--- config.mk ---
export PLATFORM = sky130hd
export DESIGN_NAME = fetch_unit_flat
export DESIGN_NICKNAME = d
export VERILOG_FILES = /design/src/rtl/fetch_unit_if.sv /design/src/rtl/fetch_unit.sv /design/src/flat_wrapper.sv
export SDC_FILE = /design/constraint.sdc
export NUM_CORES = 1
export LEC_CHECK = 0
export ABC_AREA = 1
export ABC_CLOCK_PERIOD_IN_PS = 5200
export BUFFER_PORTS_ARGS = -buffer_cell sky130_fd_sc_hd__buf_2
export CORE_ASPECT_RATIO = 0.7
export CORE_MARGIN = 2
export CORE_UTILIZATION = 24
export CTS_CLUSTER_SIZE = 16
export DETAILED_ROUTE_END_ITERATION = 8
export GPL_TIMING_DRIVEN = 1
export PLACE_DENSITY_LB_ADDON = 0.2
export SYNTH_ARGS = -nofsm -noshare
export SYNTH_HDL_FRONTEND = slang
export SYNTH_SLANG_ARGS = --single-unit
--- constraint.sdc ---
create_clock -name clk -period 5.2 [get_ports clk]
set_input_delay 0.26 -clock clk [delete_from_list [all_inputs] [get_ports clk]]
set_output_delay 0.26 -clock clk [all_outputs]
set_load 0.05 [all_outputs]
--- src/rtl/fetch_unit_if.sv ---
// Fetch front-end bus bundle: instruction memory request/response,
// EX-stage redirect and the decode-side head instruction.
interface fetch_unit_if;
    logic        imem_req_valid;
    logic        imem_req_ready;
    logic [31:0] imem_req_addr;
    logic        imem_rsp_valid;
    logic [31:0] imem_rsp_data;
    logic        redirect;
    logic [31:0] redirect_pc;
    logic        id_ready;
    logic        instr_valid;
    logic [31:0] instr;
    logic [31:0] pc_plus_4;

    // Fetch unit side
    modport master (
        output imem_req_valid, imem_req_addr, instr_valid, instr, pc_plus_4,
        input  imem_req_ready, imem_rsp_valid, imem_rsp_data,
               redirect, redirect_pc, id_ready
    );

    // Memory / pipeline environment side
    modport slave (
        input  imem_req_valid, imem_req_addr, instr_valid, instr, pc_plus_4,
        output imem_req_ready, imem_rsp_valid, imem_rsp_data,
               redirect, redirect_pc, id_ready
    );
endinterface

--- src/rtl/fetch_unit.sv ---
// Instruction fetch front-end: owns the fetch PC, issues handshaked memory
// requests under a credit limit, buffers in-order responses in a prefetch
// queue and flushes stale work on EX redirects.
module fetch_unit #(
    parameter logic [31:0] RESET_PC = 32'h0000_0000,
    parameter int          QDEPTH   = 4
) (
    input  logic          clk,
    input  logic          reset,
    fetch_unit_if.master  bus
);
    localparam int PW = $clog2(QDEPTH);
    localparam int CW = $clog2(QDEPTH + 1);
    localparam logic [CW:0] QDEPTH_W = (CW + 1)'(QDEPTH);

    logic [31:0]   fetch_pc_q, fetch_pc_d;
    logic [31:0]   rsp_pc_q, rsp_pc_d;
    logic [PW-1:0] rd_ptr_q, rd_ptr_d;
    logic [PW-1:0] wr_ptr_q, wr_ptr_d;
    logic [CW-1:0] count_q, count_d;
    logic [CW-1:0] outstanding_q, outstanding_d;
    logic [CW-1:0] drop_cnt_q, drop_cnt_d;
    logic [31:0]   instr_mem_q [QDEPTH];
    logic [31:0]   pc4_mem_q   [QDEPTH];

    logic [CW:0]   inflight;
    logic [31:0]   redirect_target;
    logic          head_valid;
    logic          req_fire;
    logic          enq;
    logic          deq;

    // Credits cover both queued and in-flight words so the queue cannot overflow.
    assign inflight        = {1'b0, outstanding_q} + {1'b0, count_q};
    assign redirect_target = bus.redirect_pc & 32'hFFFF_FFFC;
    assign head_valid      = (count_q != '0);

    assign bus.imem_req_valid = reset && !bus.redirect && (inflight < QDEPTH_W);
    assign bus.imem_req_addr  = fetch_pc_q;
    assign bus.instr_valid    = head_valid;
    assign bus.instr          = head_valid ? instr_mem_q[rd_ptr_q] : '0;
    assign bus.pc_plus_4      = head_valid ? pc4_mem_q[rd_ptr_q]   : '0;

    assign req_fire = bus.imem_req_valid && bus.imem_req_ready;
    assign enq      = bus.imem_rsp_valid && !bus.redirect && (drop_cnt_q == '0);
    assign deq      = head_valid && bus.id_ready && !bus.redirect;

    // Next-state logic; a redirect overrides every other event in its cycle.
    always_comb begin
        fetch_pc_d    = fetch_pc_q;
        rsp_pc_d      = rsp_pc_q;
        rd_ptr_d      = rd_ptr_q;
        wr_ptr_d      = wr_ptr_q;
        count_d       = count_q;
        outstanding_d = outstanding_q;
        drop_cnt_d    = drop_cnt_q;
        if (bus.redirect) begin
            fetch_pc_d    = redirect_target;
            rsp_pc_d      = redirect_target;
            rd_ptr_d      = '0;
            wr_ptr_d      = '0;
            count_d       = '0;
            // Whatever is still in flight after this cycle belongs to the old path.
            outstanding_d = outstanding_q - CW'(bus.imem_rsp_valid);
            drop_cnt_d    = outstanding_q - CW'(bus.imem_rsp_valid);
        end else begin
            if (req_fire) begin
                fetch_pc_d = fetch_pc_q + 32'd4;
            end
            outstanding_d = outstanding_q + CW'(req_fire) - CW'(bus.imem_rsp_valid);
            if (bus.imem_rsp_valid && (drop_cnt_q != '0)) begin
                drop_cnt_d = drop_cnt_q - CW'(1);
            end
            if (enq) begin
                wr_ptr_d = wr_ptr_q + PW'(1);
                rsp_pc_d = rsp_pc_q + 32'd4;
            end
            if (deq) begin
                rd_ptr_d = rd_ptr_q + PW'(1);
            end
            count_d = count_q + CW'(enq) - CW'(deq);
        end
    end

    // Control state register with asynchronous reset.
    always_ff @(posedge clk or negedge reset) begin
        if (!reset) begin
            fetch_pc_q    <= RESET_PC;
            rsp_pc_q      <= RESET_PC;
            rd_ptr_q      <= '0;
            wr_ptr_q      <= '0;
            count_q       <= '0;
            outstanding_q <= '0;
            drop_cnt_q    <= '0;
        end else begin
            fetch_pc_q    <= fetch_pc_d;
            rsp_pc_q      <= rsp_pc_d;
            rd_ptr_q      <= rd_ptr_d;
            wr_ptr_q      <= wr_ptr_d;
            count_q       <= count_d;
            outstanding_q <= outstanding_d;
            drop_cnt_q    <= drop_cnt_d;
        end
    end

    // Queue storage; contents are only meaningful below count_q, so no reset.
    always_ff @(posedge clk) begin
        if (enq) begin
            instr_mem_q[wr_ptr_q] <= bus.imem_rsp_data;
            pc4_mem_q[wr_ptr_q]   <= rsp_pc_q + 32'd4;
        end
    end
endmodule

--- src/flat_wrapper.sv ---
// flat-port wrapper written by rule: the top's interface ports become plain ports
module fetch_unit_flat 
#(
    parameter logic [31:0] RESET_PC = 32'h0000_0000,
    parameter int          QDEPTH   = 4
)
  (clk, reset, bus_imem_req_valid, bus_imem_req_addr, bus_instr_valid, bus_instr, bus_pc_plus_4, bus_imem_req_ready, bus_imem_rsp_valid, bus_imem_rsp_data, bus_redirect, bus_redirect_pc, bus_id_ready);
  fetch_unit_if bus_i ();
  input  logic clk;
  input  logic reset;
  output wire logic [$bits(bus_i.imem_req_valid)-1:0] bus_imem_req_valid;
  output wire logic [$bits(bus_i.imem_req_addr)-1:0] bus_imem_req_addr;
  output wire logic [$bits(bus_i.instr_valid)-1:0] bus_instr_valid;
  output wire logic [$bits(bus_i.instr)-1:0] bus_instr;
  output wire logic [$bits(bus_i.pc_plus_4)-1:0] bus_pc_plus_4;
  input wire logic [$bits(bus_i.imem_req_ready)-1:0] bus_imem_req_ready;
  input wire logic [$bits(bus_i.imem_rsp_valid)-1:0] bus_imem_rsp_valid;
  input wire logic [$bits(bus_i.imem_rsp_data)-1:0] bus_imem_rsp_data;
  input wire logic [$bits(bus_i.redirect)-1:0] bus_redirect;
  input wire logic [$bits(bus_i.redirect_pc)-1:0] bus_redirect_pc;
  input wire logic [$bits(bus_i.id_ready)-1:0] bus_id_ready;
  assign bus_imem_req_valid = bus_i.imem_req_valid;
  assign bus_imem_req_addr = bus_i.imem_req_addr;
  assign bus_instr_valid = bus_i.instr_valid;
  assign bus_instr = bus_i.instr;
  assign bus_pc_plus_4 = bus_i.pc_plus_4;
  assign bus_i.imem_req_ready = bus_imem_req_ready;
  assign bus_i.imem_rsp_valid = bus_imem_rsp_valid;
  assign bus_i.imem_rsp_data = bus_imem_rsp_data;
  assign bus_i.redirect = bus_redirect;
  assign bus_i.redirect_pc = bus_redirect_pc;
  assign bus_i.id_ready = bus_id_ready;
  fetch_unit #(.RESET_PC(RESET_PC), .QDEPTH(QDEPTH)) u_core (.clk(clk), .reset(reset), .bus(bus_i));
endmodule
== After elaboration in Yosys (flattened, before gate mapping) ==
Memory sizes are Yosys's and may differ from the RTL's.
Cells that the tools add are included.
Word-level totals
  register bits after elaboration: 77
  RAM bits: 256
  memories: 2
Memories
  u_core.instr_mem_q: depth 4, width 32, read ports 1, clocked after memory_dff 0, wr ports 1, line fetch_unit.sv:23  | logic [31:0] instr_mem_q [QDEPTH];
  u_core.pc4_mem_q: depth 4, width 32, read ports 1, clocked after memory_dff 0, wr ports 1, line fetch_unit.sv:24  | logic [31:0] pc4_mem_q [QDEPTH];
Operators by class
  magnitude comparators: 1
  muxes and demuxes: 16
  reductions and logical operators: 16
  $add $sub $neg: 11
Operators by type and width (count)
  $mux 32: 6
  $add 32x3->32 const B: 2
  $mux 3: 4
  $sub 3x1->3: 3
  $logic_and 1x1->1: 8
  $mux 2: 4
  $reduce_bool 2->1: 4
  $add 3x1->3: 2
  $reduce_bool 3->1: 2
  $add 2x1->2 const B: 2
  $add 3x3->4: 1
  $lt 4x3->1 const B: 1
  $logic_not 3->1: 1
  $sub 3x1->3 const B: 1
  $mux 1: 2
  $logic_not 1->1: 1

== Longest topological paths before layout ==
Gate-level depths: netlist of run 1.
  depth after elaboration: 7
  depth in mapped cells: 12
  gate-level depth less buffers: 12

== Worst setup path before layout of run 1 ==
OpenSTA, ideal clock, no wires.
  kind: flip-flop to flip-flop
  from: register u_core.drop_cnt_q[0]
  to: memory u_core.instr_mem_q[0][0], enable pin
  setup time: 0.482 ns
  path buffers: 1
  cell stages (with the launch flop): 8
  arrival: 3.629 ns
  setup slack: 1.088 ns
  path through: dfrtp_1 -> inv_1 -> ha_1 -> nand2_1 -> nor2_1 -> nand2_1 -> clkbuf_1 -> nor2_1
Between the ends
  cells in the longest elaborated chain, start to end: 4
Ends and longest elaborated chain
  start, declared: line fetch_unit.sv:22  | logic [CW-1:0] drop_cnt_q, drop_cnt_d;
  start signal, assigned: line fetch_unit.sv:102  | drop_cnt_q <= drop_cnt_d;
  $logic_not 3->1: line fetch_unit.sv:45  | assign enq = bus.imem_rsp_valid && !bus.redirect && (drop_cnt_q == '0);
  $logic_and 1x1->1: line fetch_unit.sv:45
  $mux 1: line fetch_unit.sv:108  | if (enq) begin
  $mux 1 (not written as such): line fetch_unit.sv:109  | instr_mem_q[wr_ptr_q] <= bus.imem_rsp_data;
  end, declared: line fetch_unit.sv:23
No other way between the ends.

== Worst setup path after layout of run 1 ==
  from: register u_core.rd_ptr_q[0]
  to: output port bus_pc_plus_4[11]
Between the ends
  cells in the longest elaborated chain, start to end: 2
Ends and longest elaborated chain
  start, declared: line fetch_unit.sv:18  | logic [PW-1:0] rd_ptr_q, rd_ptr_d;
  start signal, assigned: line fetch_unit.sv:98  | rd_ptr_q <= rd_ptr_d;
  $mem_v2 4x32
  $mux 32: line fetch_unit.sv:42  | assign bus.pc_plus_4 = head_valid ? pc4_mem_q[rd_ptr_q] : '0;
  end, declared: line flat_wrapper.sv:15  | output wire logic [$bits(bus_i.pc_plus_4)-1:0] bus_pc_plus_4;
No other way between the ends.

==> metrics.cfg, run 1 <==
[global_route]
grt_pass1_wl_mm = 66.1
overflow = 0
track_usage_pct = 13.7
antenna_found_initial = 1
grt_max_degree = 83
grt_pass1_vias = 10700

[floorplan]
die_w_um = 300
die_h_um = 211
initial_core_util_pct = 24.4
die_area_um2 = 63500
io_pins = 168
rows = 75
fp.coreArea_um2 = 60300

[sta]
period_needed_ns = 3.74
skew_ns = 0.0135
fin_tns_setup_ns = 0
period_share_pct = 71.9
slew_headroom_pct = 28.4
max_clock_freq_mhz = 267
rsz0062_at_grt = false
finalSetupViolCount = 0
tightest_slew_ns = 1.07
slew_viol_final = 0
worst_slack_ns = 1.46
hold_viol = 0

[detailed_routing]
vias_per_cell = 4.42
drt_wl_total_mm = 44.1
detail-route-antenna-nets = 0
drt_first_pass_iters = 5
drt_iter0_markers = 774
vias = 11300
wl_per_cell_um = 17.3
drc = 0

[pwr]
p_per_area_nw_per_um2 = 492
peakVddDrop_mv = 0.279
total_power_mw = 8.93
leakage_nw = 7.17

[worst_hold_path]
hp-class = primary input to flip-flop
min_from = bus_redirect_pc[5]
holdPathStages = 3
min_to = u_core.bus.imem_req_addr[5]

[cells_and_area]
fin_cells = 2556
layout_commonest_cell = nor2_1
nFillCells = 6313
layout_common_cells = nor2_1, edfxtp_1, nand2_1
n_antenna_cell = 0
design_area_um2 = 18100
layout.nets = 1810
syn_to_final_growth_pct = 23.0
seq_area_um2 = 9280
multi_input_area_um2 = 4760
drive_gt1_share_pct = 15.0

[cts]
path_clk_slew_ns = 0.06
h-tree-depth = 2
cts_tree = built
numCtsBuffers = 37
worst_skew_pair.late_latency_ns = 0.55
clock_sinks = 321
root_buffer = clkbuf_16
clockBufferDepth = 3

[critical_path]
rr_endpoint = u_core.count_q[2]
crit_fanout = 64
cp_data_required_time_ns = 4.94
cp-start-kind = flip-flop
crit_path_end_kind = output port
criticalPathCategory = flip-flop to output port
critPathArrivalTime_ns = 3.48
r2r_cells = 11
worstReg2RegStart = u_core.drop_cnt_q[0]
ff2ff_setup_slack_ns = 1.91

[run]
drv_cap = 0

[place]
dp.cells = 2447
place_congestion = 0.844
dpl_cell_area_um2 = 16500
dpl_worst_slack_ns = 1.89
portBuffers = 161
hpwl_mm = 27.4

[synthesis]
yosysSeqAreaShare_pct = 62.9
synthCells = 1528
synth.distinct_cells = 37
synth-seq-cells = 321
synth-edff-count = 248
syn_area_per_cell_um2 = 9.65
ys.warnings.count = 0
dominantRegCellSynth = edfxtp_1
syn_area_um2 = 14700
async_flop_share_pct = 22.7

[run_status]
status = finished clean

-- layer usage --
layer / GRT usage, % / vias up / share of wire [%]
li1: - / 5514 / -
met1: 19.6 / 5476 / 48
met2: 21.5 / 241 / 46
met3: 2.25 / 54 / 4.6
met4: 3.71 / 0 / 1.9
met5: 0 / - / 0
-- power breakdown --
group | internal, mW | switching [mW]
registers | 3.00 | 0.206
logic | 0.657 | 2.34
clock network | 1.66 | 1.06
-- metrics by stage --
stage | hold WS (ns) | utilization (%)
floorplan | -0.0356 | -
global placement | 0.227 | 27.3
detailed placement | 0.228 | 27.3
CTS | 0.000420 | 30.1
global route | 0.00461 | 30.1
finish | 0.0298 | 30.1
-- worst max-delay path by stage --
stage	startpoint	to	slack [ns]
6_report	u_core.rd_ptr_q[0]	bus_pc_plus_4[11]	1.46
5_1_grt	u_core.rd_ptr_q[0]	bus_pc_plus_4[11]	1.18
4_1_cts	u_core.rd_ptr_q[0]	bus_pc_plus_4[14]	1.37
3_5_place_dp	u_core.drop_cnt_q[0]	u_core.count_q[2]	1.89
3_3_place_gp	u_core.rd_ptr_q[0]	bus_pc_plus_4[14]	1.95
2_1_floorplan	u_core.drop_cnt_q[0]	u_core.instr_mem_q[0][0]	1.09
-- synthesized netlist by cell type, drive strengths merged, types with 6 or more instances --
library cell  instances  area, um^2
a21oi                95         475
buf                  32         170
clkbuf               37         139
dfrtp                73        1830
edfxtp              248        7450
ha                   16         200
inv                 119         447
nand2               242         918
nand3                68         350
nand4                 6        37.5
nor2                360        1380
nor3                 16        96.4
o211ai                8        60.1
o21ai               153         766
o22ai                 8        50.1
xor2                 16         140
-- registers in the layout (all words and copies together), names as in the netlist --
| signal | cells |
|---|---|
| u_core.pc4_mem_q | 120 |
| u_core.count_q | 3 |
| u_core.bus.imem_req_addr | 30 |
| u_core.wr_ptr_q | 2 |
| u_core.instr_mem_q | 128 |
| u_core.rd_ptr_q | 2 |
| u_core.outstanding_q | 3 |
| u_core.rsp_pc_q | 30 |
| u_core.drop_cnt_q | 3 |
-- final cells by class --
| class | count | area share, % |
|---|---|---|
| Sequential cell | 321 | 51.2 |
| Clock inverter | 19 | 1.34 |
| Inverter | 119 | 2.48 |
| Clock buffer | 46 | 5.52 |
| Multi-Input combinational cell | 1022 | 26.3 |
| Tap cell | 808 | 5.57 |
| Timing Repair Buffer | 221 | 7.68 |
-- what timing repair did --
| item | in CTS | in global routing |
|---|---|---|
| setup buffers | 0 | 0 |
| hold buffers | 44 | 0 |
| resized for setup | 0 | 0 |
| endpoints found under the hold margin | 165 | 0 |
-- critical path, stage by stage (launching register included) --
cell and delay, ns:
dfrtp_4 0.78, clkinv_2 0.82, buf_4 0.56, o21ai_0 0.24, a21oi_1 0.18, buf_2 0.28
-- cell families after synthesis --
group | after synthesis | synth area share (%)
AO/OA/AOI/OAI | 276 | 9.76
XOR/XNOR | 18 | 1.07
adder cells (fa/ha/maj) | 18 | 1.63
buffers and inverters | 188 | 5.13
flip-flops | 321 | 62.9
other | 1 | 0.0254
AND/OR/NAND/NOR | 706 | 19.5
Power figures use the tool's default switching activity.
==> inputs of run 2 (changes only) <==
--- a/config.mk
+++ b/config.mk
@@ -6,7 +6,7 @@
 export NUM_CORES = 1
 export LEC_CHECK = 0
 export ABC_AREA = 1
-export ABC_CLOCK_PERIOD_IN_PS = 5200
+export ABC_CLOCK_PERIOD_IN_PS = 3050
 export BUFFER_PORTS_ARGS = -buffer_cell sky130_fd_sc_hd__buf_2
 export CORE_ASPECT_RATIO = 0.7
 export CORE_MARGIN = 2
==> constraint.sdc (replaced) <==
create_clock -name clk -period 3.05 [get_ports clk]
set_input_delay 0.1525 -clock clk [delete_from_list [all_inputs] [get_ports clk]]
set_output_delay 0.1525 -clock clk [all_outputs]
set_load 0.05 [all_outputs]
==> metrics.cfg, run 2 (same netlist as run 1, synthesis figures left out) <==
[run_status]
status = finished clean

[critical_path]
worstReg2RegStart = u_core.count_q[1]
path_buf_inv = 2
path_cells = or2_2, nor2_4, buf_6, a21oi_1, buf_2
criticalPathCategory = flip-flop to output port
critPathTopFamily = buffers and inverters
cp-start-kind = flip-flop
worst-path-stages = 5
max_stage_delay_ns = 0.54
critPathArrivalTime_ns = 2.54
cp_slowest_cell = buf_6
crit_path_end_kind = output port
cp_data_required_time_ns = 2.90
crit_fanout = 63
r2r_cells = 12
startpoint = u_core.count_q[1]

[pwr]
p_switching_mw = 6.16
seq_power_share_pct = 35.1
power_frac_comb_pct = 34.3
leakage_nw = 7.31
p_per_area_nw_per_um2 = 831
p_sw_share_pct = 40.1
peakVddDrop_mv = 0.463
p_int_mw = 9.20
power_frac_clock_pct = 30.5

[worst_hold_path]
holdPathStages = 4
min_from = bus_redirect_pc[10]
hp-class = primary input to flip-flop

[sta]
skew_ns = 0.0157
period_share_pct = 88.2
period_needed_ns = 2.69
max_clock_freq_mhz = 372
rsz0062_at_grt = false
finalSetupViolCount = 0
hold_ws_ns = 0.0314
tightest_slew_ns = 0.737
slew_headroom_pct = 50.9
slew_viol_final = 0
hold_viol = 0

[detailed_routing]
drt_first_pass_iters = 5
vias_per_cell = 4.37
wl_per_cell_um = 17.2
drt_wl_total_mm = 44.5
drt_iter0_markers = 878
drc = 0
vias = 11300
detail-route-antenna-nets = 0

[cells_and_area]
top_regs = u_core.instr_mem_q: 128 flops, u_core.pc4_mem_q: 120 flops
layout_common_cells = nor2_1, edfxtp_1, nand2_1
syn_to_final_growth_pct = 25.4
largest-register = u_core.instr_mem_q
fin_util_pct = 30.6
layout_commonest_cell = nor2_1
drive_gt1_share_pct = 15.3
layout.nets = 1839
n_antenna_cell = 0
nFillCells = 6292
design_area_um2 = 18500
largest_register_ffs = 128

[floorplan]
die_w_um = 300
io_pins = 168
die_h_um = 211
rows = 75
fp.coreArea_um2 = 60300
initial_core_util_pct = 24.4
die_area_um2 = 63500

[global_route]
grt_pass1_vias = 10700
antenna_found_initial = 1
track_usage_pct = 14.0
overflow = 0
grt_max_degree = 88
grt_pass1_wl_mm = 67.6

[cts]
h-tree-depth = 2
path_clk_slew_ns = 0.06
root_buffer = clkbuf_16
cts_setup_buffers = 0
clockBufferDepth = 3
clock_sinks = 321
cts_tree = built
worst_skew_pair.late_latency_ns = 0.54
numCtsBuffers = 38

[place]
dpl_cell_area_um2 = 16600
portBuffers = 161
place_congestion = 0.855
hpwl_mm = 27.6

[run]
drv_cap = 0

run 2: cell count changes in the layout (fill, tap and decap cells not counted), sizes merged:
cell and change:
clkinv -5, dlygate4sd3 +18, clkinvlp +2, buf +10, bufinv -1, clkbuf +4
run 2: tightest hold or removal path: stages:
cell,delay (ns)
buf_2,0.11
o22ai_1,0.07
o21bai_1,0.14
inv_1,0.05
run 2: routing by layer:
layer	share of wire, %	GRT usage [%]	up-vias
met5	0	0	-
met4	1.6	3.31	0
met3	5.4	2.63	50
met2	44	21.3	234
met1	49	20.3	5436
li1	-	-	5573
run 2: cell type report:
class	instances	area [um^2]	share of cell area [%]
multi-input cells	1022	4760	25.8
clock inverters	15	199	1.08
inverters	119	448	2.42
repair buffers	249	1720	9.28
well taps	808	1010	5.47
clock buffers	50	1070	5.79
flip-flops and latches	321	9280	50.2
run 2: path summary, 6_finish.rpt:
check	end	slack, ns
worst max-delay path	bus_pc_plus_4[14]	0.36
worst min-delay path	u_core.rsp_pc_q[10]	0.03
worst max register to register	u_core.count_q[2]	0.68
worst min register to register	u_core.drop_cnt_q[1]	0.56
max in group asynchronous	u_core.rd_ptr_q[0]	1.75
min in group asynchronous	u_core.bus.imem_req_addr[23]	0.18
run 2: metrics by stage:
step                total power [mW]  setup WS [ns]  TNS [ns]  std cells
finish                          15.4          0.359         0       2584
detailed placement              10.8          0.651         0       2457
floorplan                       9.13        -0.0594    -14.73       1531
global route                    16.3          0.215         0       2584
global placement                10.7          0.658         0       2457
CTS                             15.6         0.0471         0       2584
run 2: power groups by stage:
stage	combinational [mW]	clock, mW	sequential (mW)
4_1_cts	5.37	4.86	5.39
6_report	5.27	4.69	5.40
3_5_place_dp	5.29	0	5.48
2_1_floorplan	3.49	0	5.64
5_1_grt	5.77	5.05	5.44
3_3_place_gp	5.26	0	5.48
run 2: repair_timing:
action                                  CTS  global route
endpoints found under the setup margin    0             2
hold buffers                             62             0
resized for setup                         0             1
hold endpoints to repair                205             0
